`src/rtl/fir_x_scheduler_pkg.sv`:
```
`default_nettype none
// ============================================================================
// Module  : fir_x_scheduler_pkg
// Brief   : Shared FIR constants and the x-scheduler state encoding.
// Revision: 1.0 - initial release
// ============================================================================
package fir_x_scheduler_pkg;

  // Largest horizontal decimation factor supported by the FIR datapath
  localparam int FIR_MAX_FACTOR   = 7;
  localparam int FIR_MAX_FACTOR_W = $clog2(FIR_MAX_FACTOR + 1);

  typedef enum logic [2:0] {
    ST_IDLE  = 3'd0,
    ST_ACCUM = 3'd1,
    ST_HOLD  = 3'd2,
    ST_EMIT  = 3'd3,
    ST_CLEAR = 3'd4
  } state_e;

endpackage
`default_nettype wire

```
`src/rtl/fir_x_scheduler_line_counter.sv`:
```
`default_nettype none
// ============================================================================
// Module  : line_counter
// Brief   : Column / line position tracker for the x scheduler.
// Revision: 1.0 - initial release
// ============================================================================
module line_counter #(
  parameter int WIDTH_W  = 12,
  parameter int HEIGHT_W = 12
) (
  input  logic                clk,
  input  logic                rst_n,
  input  logic                clr,
  input  logic                adv,
  input  logic [WIDTH_W-1:0]  width,
  input  logic [HEIGHT_W-1:0] height,
  output logic                col_last,
  output logic                line_last
);

  logic [WIDTH_W-1:0]  col_q,  col_d;
  logic [HEIGHT_W-1:0] line_q, line_d;

  // Position flags and next-position logic; column wraps at line end
  always_comb begin
    col_last  = (col_q == width - WIDTH_W'(1));
    line_last = (line_q == height - HEIGHT_W'(1));
    col_d     = col_q;
    line_d    = line_q;
    if (clr) begin
      col_d  = '0;
      line_d = '0;
    end else if (adv) begin
      if (col_last) begin
        col_d  = '0;
        line_d = line_last ? '0 : line_q + HEIGHT_W'(1);
      end else begin
        col_d = col_q + WIDTH_W'(1);
      end
    end
  end

  // Position registers
  always_ff @(posedge clk or negedge rst_n) begin
    if (!rst_n) begin
      col_q  <= '0;
      line_q <= '0;
    end else begin
      col_q  <= col_d;
      line_q <= line_d;
    end
  end

endmodule
`default_nettype wire

```
`src/rtl/fir_x_scheduler.sv`:
```
`default_nettype none
// ============================================================================
// Module  : fir_x_scheduler
// Brief   : Sequences pixel groups of D samples into the FIR phase registers,
//           strobes the FIR output latch and manages the output handshake.
// Revision: 1.0 - initial release
// ============================================================================
module fir_x_scheduler
  import fir_x_scheduler_pkg::*;
#(
  parameter int MAX_FACTOR = FIR_MAX_FACTOR,
  parameter int WIDTH_W    = 12,
  parameter int HEIGHT_W   = 12
) (
  input  logic                clk,
  input  logic                rst_n,
  input  logic                cfg_valid,
  input  logic [2:0]          cfg_factor,
  input  logic [WIDTH_W-1:0]  cfg_width,
  input  logic [HEIGHT_W-1:0] cfg_height,
  output logic                cfg_err,
  input  logic                pix_valid,
  input  logic [7:0]          pix_data,
  output logic                pix_ready,
  output logic [7:0]          cur_p,
  output logic [2:0]          sel,
  output logic                stream_in,
  output logic                xout_rdy,
  input  logic                dn_ready,
  output logic                out_valid,
  output logic                out_eol,
  output logic                busy,
  output logic                frame_done
);

  localparam logic [2:0] MAX_F = 3'(MAX_FACTOR);

  state_e                      state_q, state_d;
  logic [2:0]                  factor_q, factor_d;
  logic [WIDTH_W-1:0]          width_q, width_d;
  logic [HEIGHT_W-1:0]         height_q, height_d;
  logic [FIR_MAX_FACTOR_W-1:0] phase_q, phase_d;
  logic                        grp_eol_q, grp_eol_d;
  logic                        grp_last_q, grp_last_d;
  logic                        out_valid_q, out_valid_d;
  logic                        out_eol_q, out_eol_d;
  logic                        out_last_q, out_last_d;
  logic                        cfg_err_q, cfg_err_d;

  logic cfg_ok, beat, grp_done, hs, cnt_clr, col_last, line_last;

  line_counter #(
    .WIDTH_W  (WIDTH_W),
    .HEIGHT_W (HEIGHT_W)
  ) u_line_counter (
    .clk       (clk),
    .rst_n     (rst_n),
    .clr       (cnt_clr),
    .adv       (beat),
    .width     (width_q),
    .height    (height_q),
    .col_last  (col_last),
    .line_last (line_last)
  );

  // Next-state logic: config capture, group accumulation and output handshake
  always_comb begin
    cfg_ok   = (cfg_factor != 3'd0) && (cfg_factor <= MAX_F) &&
               (cfg_width != '0) && (cfg_height != '0);
    beat     = (state_q == ST_ACCUM) && pix_valid;
    grp_done = beat && ((phase_q == factor_q - 3'd1) || col_last);
    hs       = out_valid_q && dn_ready;

    state_d    = state_q;
    factor_d   = factor_q;
    width_d    = width_q;
    height_d   = height_q;
    phase_d    = phase_q;
    grp_eol_d  = grp_eol_q;
    grp_last_d = grp_last_q;
    out_eol_d  = out_eol_q;
    out_last_d = out_last_q;
    cfg_err_d  = 1'b0;
    cnt_clr    = 1'b0;

    case (state_q)
      ST_IDLE: begin
        if (cfg_valid) begin
          if (cfg_ok) begin
            factor_d   = cfg_factor;
            width_d    = cfg_width;
            height_d   = cfg_height;
            grp_last_d = 1'b0;
            cnt_clr    = 1'b1;
            state_d    = ST_CLEAR;
          end else begin
            cfg_err_d = 1'b1;
          end
        end
      end
      ST_ACCUM: begin
        if (beat) begin
          phase_d = phase_q + 3'd1;
        end
        if (grp_done) begin
          grp_eol_d  = col_last;
          grp_last_d = col_last && line_last;
          // The output latch may only be overwritten once its value is taken
          state_d    = (!out_valid_q || dn_ready) ? ST_EMIT : ST_HOLD;
        end
      end
      ST_HOLD: begin
        if (!out_valid_q || dn_ready) begin
          state_d = ST_EMIT;
        end
      end
      ST_EMIT: begin
        out_eol_d  = grp_eol_q;
        out_last_d = grp_last_q;
        state_d    = ST_CLEAR;
      end
      ST_CLEAR: begin
        // Zeroing the phase registers here also pads a partial line-end group
        phase_d = '0;
        state_d = grp_last_q ? ST_IDLE : ST_ACCUM;
      end
      default: begin
        state_d = ST_IDLE;
      end
    endcase

    // A new result landing wins over the handshake that retires the old one
    if (state_q == ST_EMIT) begin
      out_valid_d = 1'b1;
    end else if (hs) begin
      out_valid_d = 1'b0;
    end else begin
      out_valid_d = out_valid_q;
    end
  end

  // State and control registers
  always_ff @(posedge clk or negedge rst_n) begin
    if (!rst_n) begin
      state_q     <= ST_IDLE;
      factor_q    <= '0;
      width_q     <= '0;
      height_q    <= '0;
      phase_q     <= '0;
      grp_eol_q   <= 1'b0;
      grp_last_q  <= 1'b0;
      out_valid_q <= 1'b0;
      out_eol_q   <= 1'b0;
      out_last_q  <= 1'b0;
      cfg_err_q   <= 1'b0;
    end else begin
      state_q     <= state_d;
      factor_q    <= factor_d;
      width_q     <= width_d;
      height_q    <= height_d;
      phase_q     <= phase_d;
      grp_eol_q   <= grp_eol_d;
      grp_last_q  <= grp_last_d;
      out_valid_q <= out_valid_d;
      out_eol_q   <= out_eol_d;
      out_last_q  <= out_last_d;
      cfg_err_q   <= cfg_err_d;
    end
  end

  // Output decode from state; everything idles at zero
  always_comb begin
    pix_ready  = (state_q == ST_ACCUM);
    cur_p      = (state_q == ST_ACCUM) ? pix_data : 8'd0;
    sel        = (state_q == ST_ACCUM) ? phase_q : 3'd0;
    stream_in  = (state_q == ST_ACCUM) || (state_q == ST_HOLD) ||
                 (state_q == ST_EMIT);
    xout_rdy   = (state_q == ST_EMIT);
    out_valid  = out_valid_q;
    out_eol    = out_valid_q && out_eol_q;
    busy       = (state_q != ST_IDLE);
    frame_done = hs && out_last_q;
    cfg_err    = cfg_err_q;
  end

endmodule
`default_nettype wire

```
`config.mk`:
```
export PLATFORM = sky130hd
export DESIGN_NAME = fir_x_scheduler
export DESIGN_NICKNAME = d
export VERILOG_FILES = /design/src/rtl/fir_x_scheduler_pkg.sv /design/src/rtl/fir_x_scheduler_line_counter.sv /design/src/rtl/fir_x_scheduler.sv
export SDC_FILE = /design/constraint.sdc
export NUM_CORES = 1
export LEC_CHECK = 0
export CAP_MARGIN = 5
export CORE_AREA = 2 2 91 93
export CTS_CLUSTER_DIAMETER = 150
export DETAILED_ROUTE_END_ITERATION = 7
export DIE_AREA = 0 0 93 95
export GPL_ROUTABILITY_DRIVEN = 0
export PLACE_DENSITY_LB_ADDON = 0.05
export SLEW_MARGIN = 20
export SYNTH_ARGS = -nofsm -noshare
export SYNTH_HDL_FRONTEND = slang
export SYNTH_HIERARCHICAL = 1
export SYNTH_SLANG_ARGS = --single-unit
```
`constraint.sdc`:
```
create_clock -name clk -period 4.39 [get_ports clk]
set_input_delay 0.6585 -clock clk [delete_from_list [all_inputs] [get_ports clk]]
set_output_delay 0.6585 -clock clk [all_outputs]
set_load 0.01 [all_outputs]
```
# Word level (Yosys, flattened, before mapping)

Cells that the tools add are included.

Register bits: 63
Bits in latches: 0
Bits in writable memories: 0
ROM bits: 0
Output and inout bits: 19
Word-level logic and storage cells: 92
Memories kept: 0

Add/subtract/negate cells: 6
Multiply operators: 0
Div/mod/pow operators: 0
Order comparisons: 1
Eq/ne operators: 12
Shifts and indexed selects: 0
Muxes and demuxes: 30
Bitwise logic cells: 0
Reductions and logical operators: 30

Operators by type and width:

| cell                  | number |
|---|---|
| $mux 12               | 7 |
| $add 12x1->12 const B | 2 |
| $eq 12x12->1          | 2 |
| $reduce_bool 12->1    | 2 |
| $sub 12x1->12 const B | 2 |
| $mux 3                | 6 |
| $pmux 3 s5            | 1 |
| $mux 1                | 13 |
| $reduce_bool 2->1     | 5 |
| $logic_and 1x1->1     | 9 |
| $mux 8                | 1 |
| $reduce_and 4->1      | 2 |
| $eq 3x2->1 const B    | 2 |
| $ne 2x2->1 const B    | 3 |
| $pmux 3 s2            | 1 |
| $reduce_and 2->1      | 3 |
| $reduce_bool 3->1     | 2 |
| $logic_or 1x1->1      | 4 |
| $ne 2x1->1 const B    | 2 |
| $add 3x1->3 const B   | 1 |
| $eq 3x1->1 const B    | 1 |
| $eq 3x3->1            | 1 |
| $eq 3x3->1 const B    | 1 |
| $le 3x3->1 const B    | 1 |
| other kinds (5)       | 5 |

# Depth between registers and ports, before layout

Gate-level depths: netlist (run 1).

Depth after elaboration: 9
Gate-level depth with buffers: 14
Depth with buffers taken out: 12

# By module

The synthesis (run 1) kept the hierarchy.

Modules (own cells, without submodules):

| module          | instances | cells an instance | area each (µm²) |
|---|---|---|---|
| line_counter    | 1         | 276               | 2230.9 |
| fir_x_scheduler | 1         | 152               | 1963.1 |

# Worst setup path before layout (run 1)

Ideal clock, no wire load.

Kind: input to register
Start: in cfg_factor[1]
End: reg u_line_counter.line_q[6]
Library setup time: 0.066 ns
Arrival time: 2.862 ns
Data required time: 4.324 ns
Setup slack: 1.462 ns
Stages: 9
Buffers on the path: 2
Cells stage by stage: or3_1 -> nand4_4 -> buf_6 -> inv_1 -> clkbuf_1 -> a2111oi_0 -> a221oi_4 -> nor3_2 -> a31o_1

Longest elaborated chain between the ends: 9
Elaborated cells between the ends (all ways): 12
Those cells by class: order compare: 1; mux: 4; reduce/logical: 7

Ends and longest elaborated chain:

| item                                                   | line                               | source |
|---|---|---|
| start, declared                                        | fir_x_scheduler.sv:18              | `input logic [2:0] cfg_factor,` |
| $le 3x3->1 / $reduce_bool 3->1 (equally long branches) | fir_x_scheduler.sv:68              | `cfg_ok = (cfg_factor != 3'd0) && (cfg_factor <= MAX_F) &&` |
| $logic_and 1x1->1 * (2 in series)                      | fir_x_scheduler.sv:68              |  |
| $logic_and 1x1->1 *                                    | fir_x_scheduler.sv:69              | `(cfg_width != '0) && (cfg_height != '0);` |
| $mux 1 *                                               | fir_x_scheduler.sv:89              | `if (cfg_ok) begin` |
| $mux 1 *                                               | fir_x_scheduler.sv:88              | `if (cfg_valid) begin` |
| $mux 1 *                                               | fir_x_scheduler.sv:86              | `case (state_q)` |
| net cnt_clr                                            | fir_x_scheduler.sv:50              | `logic cfg_ok, beat, grp_done, hs, cnt_clr, col_last, line_last;` |
| $reduce_bool 2->1 (no source line)                     | --                                 |  |
| $reduce_and 2->1 (no source line)                      | --                                 |  |
| end signal, assigned                                   | fir_x_scheduler_line_counter.sv:50 | `line_q <= line_d;` |
| end, declared                                          | fir_x_scheduler_line_counter.sv:22 | `logic [HEIGHT_W-1:0] line_q, line_d;` |

Mark *: on every way through the listed nets, which the timed path passes. The rest lies on a longest branch.
A chain may end at the register's enable or synchronous reset.

# Worst setup path after layout (run 1)

Start: reg height_q[0]
End: reg u_line_counter.line_q[0]

Longest elaborated chain between the ends: 6

Ends and longest elaborated chain:

| item                   | line                               | source |
|---|---|---|
| start, declared        | fir_x_scheduler.sv:41              | `logic [HEIGHT_W-1:0] height_q, height_d;` |
| start signal, assigned | fir_x_scheduler.sv:160             | `height_q <= height_d;` |
| $sub 12x1->12          | fir_x_scheduler_line_counter.sv:27 | `line_last = (line_q == height - HEIGHT_W'(1));` |
| $eq 12x12->1           | fir_x_scheduler_line_counter.sv:27 |  |
| $mux 12                | fir_x_scheduler_line_counter.sv:36 | `line_d = line_last ? '0 : line_q + HEIGHT_W'(1);` |
| $mux 12                | fir_x_scheduler_line_counter.sv:34 | `if (col_last) begin` |
| $mux 12                | fir_x_scheduler_line_counter.sv:33 | `end else if (adv) begin` |
| $mux 12                | fir_x_scheduler_line_counter.sv:30 | `if (clr) begin` |

No other way between the ends. The select of a mux whose other input is x is not followed.

==> run_summary.xml, run 1 <==
<?xml version="1.0" encoding="UTF-8"?>
<metrics>
  <group name="run_status">
    <metric name="status" unit="">finished clean</metric>
  </group>
  <group name="sta">
    <metric name="skew_final" unit="ps">11.4</metric>
    <metric name="setup_total_negative_slack" unit="ps">0</metric>
    <metric name="crit_path_time_final" unit="ps">3500</metric>
    <metric name="timing.max_slew.rel_slack" unit="">0.478</metric>
    <metric name="report.final.slew_viol_count" unit="">0</metric>
    <metric name="rsz0062_at_grt" unit="">false</metric>
    <metric name="worst_pin_slew" unit="ps">764</metric>
    <metric name="setup_viol_count_final" unit="">0</metric>
    <metric name="final.hold.worst_slack" unit="ps">284</metric>
    <metric name="max_freq" unit="MHz">286</metric>
    <metric name="number_of_endpoints_with_negative_hold_slack_in_the_final_report" unit="">0</metric>
    <metric name="period_share" unit="">0.797</metric>
  </group>
  <group name="critical_path">
    <metric name="crit_arrival" unit="ps">3720</metric>
    <metric name="critical_path.reg2reg.startpoint" unit="">height_q[0]</metric>
    <metric name="worst-setup-path-type" unit="">reg2reg</metric>
    <metric name="required_time_worst_endpoint" unit="ps">4610</metric>
    <metric name="worst_setup_path_startpoint" unit="">height_q[0]</metric>
    <metric name="crit_path_max_fanout" unit="">14</metric>
    <metric name="timing.reg2reg.worst_path_depth" unit="">9</metric>
    <metric name="timing.critical_path.from_type" unit="">register</metric>
    <metric name="kind_of_end_point_of_the_critical_path" unit="">register</metric>
    <metric name="regToRegSetupSlack" unit="ps">890</metric>
  </group>
  <group name="clocking">
    <metric name="htreeDepth" unit="">3</metric>
    <metric name="clk-insertion-delay-late" unit="ps">340</metric>
    <metric name="clock_tree_from_tritoncts" unit="">built</metric>
    <metric name="cts_max_path_buffers" unit="">2</metric>
    <metric name="cts_post_setup_buffers_inserted" unit="">0</metric>
    <metric name="clkSinkCount" unit="">63</metric>
    <metric name="cts_made_buffers" unit="">9</metric>
    <metric name="ctsResizeCount" unit="">0</metric>
    <metric name="cts.reportedPaths.clkPinSlew" unit="ps">80</metric>
    <metric name="cts.root.buffer_cell" unit="">sky130_fd_sc_hd__clkbuf_8</metric>
    <metric name="cts_hold_buf" unit="">0</metric>
  </group>
  <group name="global_routing">
    <metric name="grt.busiest_layer" unit="">met2</metric>
    <metric name="met3_usage" unit="">0.0399</metric>
    <metric name="grt.met2_usage" unit="">0.390</metric>
    <metric name="first_global_vias" unit="">3421</metric>
    <metric name="grt_overflow" unit="">0</metric>
    <metric name="grt.met1_usage" unit="">0.330</metric>
    <metric name="grt_util_all_layers" unit="">0.239</metric>
    <metric name="grt_start_max_net_pins" unit="">42</metric>
    <metric name="grt_antenna_before_repair" unit="">0</metric>
    <metric name="first_pass_grt_wire_length" unit="um">16700</metric>
  </group>
  <group name="power_and_ir_drop">
    <metric name="power.share.clock" unit="">0.184</metric>
    <metric name="pwr-share-seq" unit="">0.358</metric>
    <metric name="combPwrFrac" unit="">0.458</metric>
    <metric name="total_leakage_power" unit="nW">2.24</metric>
    <metric name="p_int" unit="mW">1.89</metric>
    <metric name="powerDensity" unit="nW/um2">613</metric>
    <metric name="power.switching_fraction" unit="">0.389</metric>
    <metric name="switching_power" unit="mW">1.20</metric>
    <metric name="worst_ir_drop_vdd" unit="V">0.000349</metric>
  </group>
  <group name="cells_and_area">
    <metric name="drive_above_1_share" unit="">0.135</metric>
    <metric name="postLayoutCoreUtil" unit="">0.637</metric>
    <metric name="most_frequent_cells_in_the_layout" unit="">sky130_fd_sc_hd__dfrtp_1 (63), sky130_fd_sc_hd__clkdlybuf4s50_1 (57), sky130_fd_sc_hd__nor2_1 (33), sky130_fd_sc_hd__inv_1 (30), sky130_fd_sc_hd__mux2_4 (28)</metric>
    <metric name="antenna_cells" unit="">0</metric>
    <metric name="area_growth_syn_to_layout" unit="%">20.4</metric>
    <metric name="final_net_count" unit="">531</metric>
    <metric name="layout.cells.most_common" unit="">sky130_fd_sc_hd__dfrtp_1</metric>
  </group>
  <group name="floorplan">
    <metric name="design.core.area" unit="um2">7930</metric>
    <metric name="row_cnt" unit="">33</metric>
    <metric name="die_width" unit="um">93</metric>
    <metric name="die_area" unit="um2">8840</metric>
    <metric name="boundaryPins" unit="">59</metric>
    <metric name="die_h" unit="um">95</metric>
    <metric name="start_util" unit="">0.529</metric>
  </group>
  <group name="logic_synthesis">
    <metric name="synthesis.instances" unit="">428</metric>
    <metric name="number_of_flops_mapped_to_enable_cells_by_yosys" unit="">0</metric>
    <metric name="postSynth.asyncResetShare" unit="">1.00</metric>
    <metric name="syn-num-nets" unit="">474</metric>
    <metric name="synth.ff_latch_count" unit="">63</metric>
    <metric name="yosysUniqueCellTypes" unit="">69</metric>
    <metric name="synth-main-ff-cell" unit="">sky130_fd_sc_hd__dfrtp_1</metric>
    <metric name="syn-cell-area" unit="um2">4190</metric>
    <metric name="yosys_warnings" unit="">6</metric>
    <metric name="seq_area_frac_synth" unit="">0.376</metric>
    <metric name="avg_cell_area_syn" unit="um2">9.80</metric>
  </group>
  <group name="placed_design">
    <metric name="dp_hpwl" unit="um">7160</metric>
    <metric name="io_buffer_count" unit="">58</metric>
  </group>
  <group name="run">
    <metric name="cap_viol_max_count" unit="">0</metric>
  </group>
  <group name="drt">
    <metric name="post_drt_via_cell_ratio" unit="">5.78</metric>
    <metric name="drt.antenna.violating_nets" unit="">0</metric>
    <metric name="avgRoutedWirePerCell" unit="um">16.3</metric>
    <metric name="first_iter_violations" unit="">113</metric>
    <metric name="routed_wl" unit="um">9680</metric>
    <metric name="detailroute.via_count" unit="">3439</metric>
    <metric name="drt_first_pass_iters" unit="">4</metric>
    <metric name="drc" unit="">0</metric>
  </group>
  <group name="hold_path">
    <metric name="worst_hold_path_type" unit="">in2async</metric>
  </group>
</metrics>
## sequential cells by signal (all words and copies together) (netlist names)
| signal | flops |
|---|---|
| cfg_err | 1 |
| factor_q | 3 |
| grp_eol_q | 1 |
| grp_last_q | 1 |
| height_q | 12 |
| out_eol_q | 1 |
| out_last_q | 1 |
| out_valid | 1 |
| phase_q | 3 |
| state_q | 3 |
| u_line_counter/col_q | 12 |
| u_line_counter/line_q | 12 |
| width_q | 12 |
## synthesized netlist by cell type, types with 2 or more instances
| master | n | area share |
|---|---|---|
| sky130_fd_sc_hd__a2111oi_0 | 2 | 0.0042 |
| sky130_fd_sc_hd__a211oi_1 | 3 | 0.0054 |
| sky130_fd_sc_hd__a21o_1 | 10 | 0.018 |
| sky130_fd_sc_hd__a21oi_1 | 10 | 0.012 |
| sky130_fd_sc_hd__a311o_1 | 2 | 0.0048 |
| sky130_fd_sc_hd__a31oi_1 | 5 | 0.0075 |
| sky130_fd_sc_hd__a32o_1 | 2 | 0.0048 |
| sky130_fd_sc_hd__and2_1 | 14 | 0.021 |
| sky130_fd_sc_hd__and3_1 | 3 | 0.0045 |
| sky130_fd_sc_hd__and4_1 | 3 | 0.0063 |
| sky130_fd_sc_hd__and4b_1 | 2 | 0.0048 |
| sky130_fd_sc_hd__buf_6 | 6 | 0.016 |
| sky130_fd_sc_hd__clkbuf_1 | 10 | 0.0090 |
| sky130_fd_sc_hd__dfrtp_1 | 63 | 0.38 |
| sky130_fd_sc_hd__ha_1 | 6 | 0.018 |
| sky130_fd_sc_hd__inv_1 | 30 | 0.027 |
| sky130_fd_sc_hd__mux2_2 | 2 | 0.0054 |
| sky130_fd_sc_hd__mux2_4 | 28 | 0.10 |
| sky130_fd_sc_hd__nand2_1 | 27 | 0.024 |
| sky130_fd_sc_hd__nand2b_1 | 5 | 0.0075 |
| sky130_fd_sc_hd__nand3_1 | 21 | 0.025 |
| sky130_fd_sc_hd__nand3b_1 | 5 | 0.0090 |
| sky130_fd_sc_hd__nand4_1 | 5 | 0.0075 |
| sky130_fd_sc_hd__nand4b_1 | 2 | 0.0042 |
| sky130_fd_sc_hd__nor2_1 | 33 | 0.030 |
| sky130_fd_sc_hd__nor2b_1 | 2 | 0.0030 |
| sky130_fd_sc_hd__nor3_1 | 14 | 0.017 |
| sky130_fd_sc_hd__nor3b_1 | 7 | 0.013 |
| sky130_fd_sc_hd__nor4_1 | 7 | 0.010 |
| sky130_fd_sc_hd__o2111ai_1 | 2 | 0.0042 |
| sky130_fd_sc_hd__o211ai_1 | 3 | 0.0054 |
| sky130_fd_sc_hd__o21ai_0 | 4 | 0.0048 |
| sky130_fd_sc_hd__o21ai_1 | 2 | 0.0024 |
| sky130_fd_sc_hd__o22ai_1 | 4 | 0.0060 |
| sky130_fd_sc_hd__o31ai_1 | 4 | 0.0072 |
| sky130_fd_sc_hd__o32ai_1 | 8 | 0.017 |
| sky130_fd_sc_hd__or2_2 | 5 | 0.0075 |
| sky130_fd_sc_hd__or3_1 | 3 | 0.0045 |
| sky130_fd_sc_hd__or4_1 | 5 | 0.0090 |
| sky130_fd_sc_hd__xnor2_1 | 14 | 0.029 |
| sky130_fd_sc_hd__xor2_1 | 17 | 0.036 |
## power groups by stage
stage / Sequential, mW / Combinational (mW) / Clock (mW)
2_1_floorplan: 0.973 / 1.16 / 0
3_3_place_gp: 1.10 / 1.38 / 0
3_5_place_dp: 1.11 / 1.41 / 0
4_1_cts: 1.10 / 1.42 / 0.585
5_1_grt: 1.15 / 1.56 / 0.610
6_report: 1.11 / 1.42 / 0.570
## metrics by stage
stage	worst slack [ps]	cells	cell area (um2)	total power [mW]
floorplan	1460	428	4190	2.14
global placement	866	579	4830	2.48
detailed placement	804	579	4830	2.53
CTS	923	595	5050	3.11
global route	734	595	5050	3.32
finish	890	595	5050	3.10
## cell type report
type	instances	area [um2]
repair buffers	63	613
flip-flops and latches	63	1580
clock buffers	11	141
fillers	678	2880
well taps	105	131
clock inverters	5	81.3
inverters	30	113
multi-input cells	318	2390
## critical path: stages (launching register included)
cell and delay [ps]:
sky130_fd_sc_hd__dfrtp_1 450, sky130_fd_sc_hd__inv_1 90, sky130_fd_sc_hd__ha_1 220, sky130_fd_sc_hd__or4b_1 480, sky130_fd_sc_hd__or4_1 500, sky130_fd_sc_hd__a211oi_2 250
sky130_fd_sc_hd__o211ai_2 170, sky130_fd_sc_hd__a221oi_4 630, sky130_fd_sc_hd__nor3_2 240, sky130_fd_sc_hd__mux2_1 350
## routing by layer
layer,up-vias,part of all wire
met3,8,0.034
met1,1693,0.47
met5,-,0
met2,66,0.48
met4,0,0.011
li1,1672,-
## final timing paths
kind	end
min in group clk	out_last_q
setup / recovery	u_line_counter/line_q[0]
max in group asynchronous	out_eol_q
hold / removal	width_q[10]
setup reg to reg	u_line_counter/line_q[0]
hold reg to reg	out_last_q
## logic make-up (layout without fill, tap and decap cells)
logic type | Yosys count | count (layout) | synth area share
AO/OA/AOI/OAI | 75 | 75 | 0.138
XOR/XNOR | 32 | 32 | 0.0704
adder cells (fa/ha/maj) | 6 | 6 | 0.0179
buffers and inverters | 47 | 109 | 0.0531
flip-flops | 63 | 63 | 0.376
multiplexers | 31 | 31 | 0.108
AND/OR/NAND/NOR | 174 | 174 | 0.236
(Power assumes the default switching activity.)
==> inputs of run 2 (changes only) <==
CORE_AREA = 2 2 95 97   (was 2 2 91 93)
DIE_AREA = 0 0 97 99   (was 0 0 93 95)
clock period = 3.21 ns   (was 4.39 ns; I/O delays follow)
==> run 2 against run 1 <==
First-iteration DRC count is 26% higher. Clock power is 31% higher. Fmax is 15% higher. Non-clock buffer count is 18 higher. Utilization is 3.1 points lower. Highest routed layer unchanged.
==> run_summary.xml, run 2 (same netlist as run 1, synthesis figures left out) <==
<?xml version="1.0" encoding="UTF-8"?>
<metrics>
  <group name="critical_path">
    <metric name="critical_path.cell_chain" unit="">inv_1, ha_2, or4b_1, or4_1, a211oi_2, o211ai_2, a221oi_4, buf_6, and4b_1, a21o_1</metric>
    <metric name="critPathSlowestCell" unit="">sky130_fd_sc_hd__or4_1</metric>
    <metric name="timing.critical_path.from_type" unit="">register</metric>
    <metric name="crit_family" unit="">simple AND/OR/NAND/NOR gates</metric>
    <metric name="worst-setup-path-type" unit="">reg2reg</metric>
    <metric name="critical_path.max_stage_delay" unit="ps">500</metric>
    <metric name="crit_path_max_fanout" unit="">12</metric>
    <metric name="combined_buffer_and_inverter_count_along_the_critical_path" unit="">2</metric>
    <metric name="kind_of_end_point_of_the_critical_path" unit="">register</metric>
    <metric name="crit_arrival" unit="ps">3290</metric>
    <metric name="critical_path.reg2reg.startpoint" unit="">height_q[0]</metric>
    <metric name="required_time_worst_endpoint" unit="ps">3450</metric>
    <metric name="worst_setup_path_startpoint" unit="">height_q[0]</metric>
  </group>
  <group name="floorplan">
    <metric name="design.core.area" unit="um2">8550</metric>
    <metric name="start_util" unit="">0.490</metric>
    <metric name="row_cnt" unit="">34</metric>
    <metric name="die_area" unit="um2">9600</metric>
    <metric name="die_h" unit="um">99</metric>
    <metric name="die_width" unit="um">97</metric>
    <metric name="boundaryPins" unit="">59</metric>
  </group>
  <group name="clocking">
    <metric name="clk-insertion-delay-late" unit="ps">350</metric>
    <metric name="cts_hold_buf" unit="">0</metric>
    <metric name="htreeDepth" unit="">3</metric>
    <metric name="cts.reportedPaths.clkPinSlew" unit="ps">80</metric>
    <metric name="clock_tree_from_tritoncts" unit="">built</metric>
    <metric name="ctsResizeCount" unit="">0</metric>
    <metric name="clkSinkCount" unit="">63</metric>
    <metric name="cts_made_buffers" unit="">9</metric>
    <metric name="cts_post_setup_buffers_inserted" unit="">0</metric>
    <metric name="cts.root.buffer_cell" unit="">sky130_fd_sc_hd__clkbuf_8</metric>
    <metric name="cts_max_path_buffers" unit="">2</metric>
  </group>
  <group name="global_routing">
    <metric name="grt_util_all_layers" unit="">0.215</metric>
    <metric name="grt.busiest_layer" unit="">met2</metric>
    <metric name="grt_start_max_net_pins" unit="">46</metric>
    <metric name="grt.met1_usage" unit="">0.294</metric>
    <metric name="met3_usage" unit="">0.0489</metric>
    <metric name="first_pass_grt_wire_length" unit="um">16800</metric>
    <metric name="grt_overflow" unit="">0</metric>
    <metric name="grt.met2_usage" unit="">0.348</metric>
    <metric name="first_global_vias" unit="">3457</metric>
    <metric name="grt_antenna_before_repair" unit="">0</metric>
  </group>
  <group name="sta">
    <metric name="skew_final" unit="ps">9.17</metric>
    <metric name="report.final.slew_viol_count" unit="">0</metric>
    <metric name="number_of_endpoints_with_negative_hold_slack_in_the_final_report" unit="">0</metric>
    <metric name="setup_viol_count_final" unit="">0</metric>
    <metric name="rsz0062_at_grt" unit="">false</metric>
    <metric name="setup_total_negative_slack" unit="ps">0</metric>
    <metric name="period_share" unit="">0.949</metric>
    <metric name="timing.max_slew.rel_slack" unit="">0.608</metric>
    <metric name="max_freq" unit="MHz">328</metric>
    <metric name="crit_path_time_final" unit="ps">3050</metric>
    <metric name="worst_pin_slew" unit="ps">588</metric>
  </group>
  <group name="power_and_ir_drop">
    <metric name="worst_ir_drop_vdd" unit="V">0.000401</metric>
    <metric name="total_leakage_power" unit="nW">2.33</metric>
    <metric name="powerDensity" unit="nW/um2">834</metric>
  </group>
  <group name="cells_and_area">
    <metric name="postLayoutCoreUtil" unit="">0.606</metric>
    <metric name="area_growth_syn_to_layout" unit="%">23.6</metric>
    <metric name="most_frequent_cells_in_the_layout" unit="">sky130_fd_sc_hd__dfrtp_1 (63), sky130_fd_sc_hd__clkdlybuf4s50_1 (57), sky130_fd_sc_hd__nor2_1 (33), sky130_fd_sc_hd__inv_1 (30), sky130_fd_sc_hd__mux2_4 (28)</metric>
    <metric name="antenna_cells" unit="">0</metric>
    <metric name="n_fill_cell" unit="">738</metric>
    <metric name="final_net_count" unit="">549</metric>
    <metric name="finalInstanceArea" unit="um2">5180</metric>
    <metric name="drive_above_1_share" unit="">0.167</metric>
    <metric name="layout.cells.most_common" unit="">sky130_fd_sc_hd__dfrtp_1</metric>
    <metric name="multiInputGateArea" unit="um2">2400</metric>
    <metric name="sequential_cell_area" unit="um2">1580</metric>
  </group>
  <group name="placed_design">
    <metric name="io_buffer_count" unit="">58</metric>
    <metric name="detailed_place.area" unit="um2">4970</metric>
    <metric name="dp_hpwl" unit="um">7180</metric>
  </group>
  <group name="run">
    <metric name="cap_viol_max_count" unit="">0</metric>
  </group>
  <group name="drt">
    <metric name="detailroute.via_count" unit="">3485</metric>
    <metric name="first_iter_violations" unit="">142</metric>
    <metric name="drc" unit="">0</metric>
    <metric name="routed_wl" unit="um">9690</metric>
    <metric name="avgRoutedWirePerCell" unit="um">15.7</metric>
    <metric name="post_drt_via_cell_ratio" unit="">5.66</metric>
    <metric name="drt.antenna.violating_nets" unit="">0</metric>
    <metric name="drt_first_pass_iters" unit="">4</metric>
  </group>
  <group name="run_status">
    <metric name="status" unit="">finished clean</metric>
  </group>
  <group name="hold_path">
    <metric name="worst_hold_path_type" unit="">in2async</metric>
  </group>
</metrics>
[run 2: metal layers]
| layer | part of all wire | vias up |
|---|---|---|
| li1 | - | 1705 |
| met1 | 0.48 | 1696 |
| met2 | 0.46 | 73 |
| met3 | 0.041 | 11 |
| met4 | 0.012 | 0 |
| met5 | 0 | - |
[run 2: metrics by stage]
stage	hold slack (ps)	total power [mW]	instances	setup slack [ps]
floorplan	186	2.92	428	290
global placement	504	3.53	600	195
detailed placement	507	3.58	600	116
CTS	343	4.33	616	110
global route	167	4.65	616	2.05
finish	124	4.32	616	164
[run 2: area by class of cell]
cell class,instances,share of cell area
clock buffer,13,0.0326
tap,108,0.0261
multi-input combinational,318,0.462
sequential,63,0.304
timing repair buffer,81,0.146
clock inverter,3,0.00772
inverter,30,0.0217
[run 2: power breakdown]
group          total (mW)  internal [mW]  leakage, nW  switching, mW
clock               0.746          0.420        0.109          0.326
combinational        2.16           1.19         1.47          0.963
sequential           1.42           1.06        0.758          0.365
[run 2: worst paths after layout]
path / slack (ps) / depth (start not counted) / end
max: 160 / 10 / u_line_counter/line_q[7]
min: 120 / 1 / width_q[2]
max reg2reg: 160 / 10 / u_line_counter/line_q[7]
min reg2reg: 510 / 2 / grp_eol_q
max in group asynchronous: 2470 / 2 / height_q[6]
min in group clk: 510 / 2 / grp_eol_q
==> inputs of run 3 (changes only) <==
CORE_AREA = 2 2 91 93   (was 2 2 95 97)
DIE_AREA = 0 0 93 95   (was 0 0 97 99)
clock period = 3.8 ns   (was 3.21 ns; I/O delays follow)
==> run 3 against run 2 <==
Hold slack improved by 62 ps. Flip-flop and latch count did not move. Design area fell by 3.3%. Critical path type unchanged. Largest power group unchanged.
==> run_summary.xml, run 3 (same netlist as run 1, synthesis figures left out) <==
<?xml version="1.0" encoding="UTF-8"?>
<metrics>
  <group name="sta">
    <metric name="report.final.slew_viol_count" unit="">0</metric>
    <metric name="number_of_endpoints_with_negative_hold_slack_in_the_final_report" unit="">0</metric>
    <metric name="rsz0062_at_grt" unit="">false</metric>
    <metric name="crit_path_time_final" unit="ps">3190</metric>
    <metric name="timing.max_slew.rel_slack" unit="">0.555</metric>
    <metric name="period_share" unit="">0.840</metric>
    <metric name="setup_total_negative_slack" unit="ps">0</metric>
    <metric name="worst_pin_slew" unit="ps">651</metric>
    <metric name="max_freq" unit="MHz">313</metric>
    <metric name="skew_final" unit="ps">12.2</metric>
    <metric name="setup_viol_count_final" unit="">0</metric>
  </group>
  <group name="cells_and_area">
    <metric name="n_fill_cell" unit="">676</metric>
    <metric name="layout.cells.most_common" unit="">sky130_fd_sc_hd__dfrtp_1</metric>
    <metric name="multiInputGateArea" unit="um2">2390</metric>
    <metric name="final_net_count" unit="">534</metric>
    <metric name="post_layout_nonfiller_instances" unit="">596</metric>
    <metric name="most_frequent_cells_in_the_layout" unit="">sky130_fd_sc_hd__dfrtp_1 (63), sky130_fd_sc_hd__clkdlybuf4s50_1 (57), sky130_fd_sc_hd__nor2_1 (33), sky130_fd_sc_hd__inv_1 (30), sky130_fd_sc_hd__mux2_4 (28)</metric>
    <metric name="antenna_cells" unit="">0</metric>
    <metric name="drive_above_1_share" unit="">0.134</metric>
    <metric name="area_growth_syn_to_layout" unit="%">19.6</metric>
    <metric name="sequential_cell_area" unit="um2">1580</metric>
  </group>
  <group name="clocking">
    <metric name="cts.root.buffer_cell" unit="">sky130_fd_sc_hd__clkbuf_8</metric>
    <metric name="htreeDepth" unit="">3</metric>
    <metric name="cts_made_buffers" unit="">9</metric>
    <metric name="cts_hold_buf" unit="">0</metric>
    <metric name="clock_tree_from_tritoncts" unit="">built</metric>
    <metric name="clkSinkCount" unit="">63</metric>
    <metric name="cts_max_path_buffers" unit="">2</metric>
    <metric name="cts.reportedPaths.clkPinSlew" unit="ps">70</metric>
    <metric name="clk-insertion-delay-late" unit="ps">340</metric>
    <metric name="cts_post_setup_buffers_inserted" unit="">0</metric>
    <metric name="ctsResizeCount" unit="">0</metric>
  </group>
  <group name="power_and_ir_drop">
    <metric name="powerDensity" unit="nW/um2">681</metric>
    <metric name="power.switching_fraction" unit="">0.391</metric>
    <metric name="switching_power" unit="mW">1.33</metric>
    <metric name="combPwrFrac" unit="">0.480</metric>
    <metric name="total_leakage_power" unit="nW">2.24</metric>
    <metric name="p_int" unit="mW">2.08</metric>
    <metric name="worst_ir_drop_vdd" unit="V">0.000338</metric>
    <metric name="pwr-share-seq" unit="">0.371</metric>
    <metric name="power.share.clock" unit="">0.149</metric>
  </group>
  <group name="drt">
    <metric name="post_drt_via_cell_ratio" unit="">5.68</metric>
    <metric name="drt_first_pass_iters" unit="">4</metric>
    <metric name="drc" unit="">0</metric>
    <metric name="avgRoutedWirePerCell" unit="um">15.5</metric>
    <metric name="detailroute.via_count" unit="">3388</metric>
    <metric name="routed_wl" unit="um">9240</metric>
    <metric name="drt.antenna.violating_nets" unit="">0</metric>
    <metric name="first_iter_violations" unit="">142</metric>
  </group>
  <group name="critical_path">
    <metric name="critical_path.max_stage_delay" unit="ps">500</metric>
    <metric name="critPathSlowestCell" unit="">sky130_fd_sc_hd__or4_1</metric>
    <metric name="crit_path_max_fanout" unit="">13</metric>
    <metric name="crit_arrival" unit="ps">3420</metric>
    <metric name="kind_of_end_point_of_the_critical_path" unit="">register</metric>
    <metric name="required_time_worst_endpoint" unit="ps">4030</metric>
    <metric name="critical_path.cell_chain" unit="">inv_1, ha_1, or4b_1, or4_1, a211oi_2, o211ai_2, a221oi_4, buf_4, and4b_1, a21o_1</metric>
    <metric name="worst-setup-path-type" unit="">reg2reg</metric>
    <metric name="timing.critical_path.from_type" unit="">register</metric>
  </group>
  <group name="global_routing">
    <metric name="first_pass_grt_wire_length" unit="um">15300</metric>
    <metric name="grt_util_all_layers" unit="">0.220</metric>
    <metric name="first_global_vias" unit="">3125</metric>
    <metric name="grt_overflow" unit="">0</metric>
    <metric name="grt_antenna_before_repair" unit="">0</metric>
    <metric name="grt_start_max_net_pins" unit="">44</metric>
  </group>
  <group name="floorplan">
    <metric name="design.core.area" unit="um2">7930</metric>
    <metric name="die_h" unit="um">95</metric>
    <metric name="die_area" unit="um2">8840</metric>
    <metric name="row_cnt" unit="">33</metric>
    <metric name="start_util" unit="">0.529</metric>
    <metric name="boundaryPins" unit="">59</metric>
    <metric name="die_width" unit="um">93</metric>
  </group>
  <group name="placed_design">
    <metric name="dpl.cell_count" unit="">582</metric>
    <metric name="io_buffer_count" unit="">58</metric>
    <metric name="dp_hpwl" unit="um">6860</metric>
  </group>
  <group name="run">
    <metric name="cap_viol_max_count" unit="">0</metric>
  </group>
  <group name="hold_path">
    <metric name="worst_hold_path_type" unit="">in2async</metric>
  </group>
  <group name="run_status">
    <metric name="status" unit="">finished clean</metric>
  </group>
</metrics>
run 3: cell types whose count changed in the layout (fill, tap and decap cells not counted), sizes merged:
| cell | delta |
|---|---|
| buf | -15 |
| clkinv | -1 |
| bufinv | -1 |
run 3: worst max-delay path: cells and delay by family (launching register included):
family | cells | cell delay [ps]
AOI/OAI and AO/OA | 4 | 930
and+or+nand+nor | 3 | 1180
adders and majority gates | 1 | 210
DFF | 1 | 440
buffers and inverters | 2 | 320
run 3: area by class of cell:
cell class / instances / share of cell area
Timing Repair Buffer: 66 / 0.127
Clock inverter: 1 / 0.000998
Tap cell: 105 / 0.0262
Multi-Input combinational cell: 318 / 0.478
Clock buffer: 13 / 0.0317
Inverter: 30 / 0.0225
Sequential cell: 63 / 0.314
run 3: per-layer routing:
layer  vias to the layer above  global-route usage  wire [um]
met5                         -                   0          0
met4                         0              0.0711         89
met3                         8              0.0279        315
met2                        65               0.341       4270
met1                      1632               0.322       4570
li1                       1683                   -          -
run 3: final timing paths:
check	slack (ps)	from	end	depth (start not counted)
worst max-delay path	610	height_q[0]	u_line_counter/line_q[7]	10
worst min-delay path	190	rst_n	u_line_counter/col_q[6]	1
worst max register to register	610	height_q[0]	u_line_counter/line_q[7]	10
worst min register to register	520	out_eol_q	out_eol_q	1
max in group asynchronous	2680	rst_n	height_q[8]	2
min in group clk	520	out_eol_q	out_eol_q	1
run 3: power by group through the flow:
| stage | combinational [mW] | sequential, mW | clock (mW) |
|---|---|---|---|
| 3_5_place_dp | 1.64 | 1.28 | 0 |
| 6_report | 1.64 | 1.27 | 0.510 |
| 5_1_grt | 1.80 | 1.32 | 0.550 |
| 4_1_cts | 1.65 | 1.27 | 0.522 |
| 3_3_place_gp | 1.61 | 1.27 | 0 |
| 2_1_floorplan | 1.34 | 1.12 | 0 |
run 3: through the flow:
| stage | setup WS, ps | utilization | power (mW) | instance area (um2) | hold WS (ps) |
|---|---|---|---|---|---|
| 6_report | 608 | 0.633 | 3.41 | 5010 | 186 |
| 5_1_grt | 367 | 0.633 | 3.67 | 5010 | 215 |
| 4_1_cts | 609 | 0.633 | 3.44 | 5010 | 197 |
| 3_5_place_dp | 564 | 0.612 | 2.92 | 4850 | 494 |
| 3_3_place_gp | 593 | 0.612 | 2.88 | 4850 | 500 |
| 2_1_floorplan | 880 | - | 2.47 | 4190 | 274 |
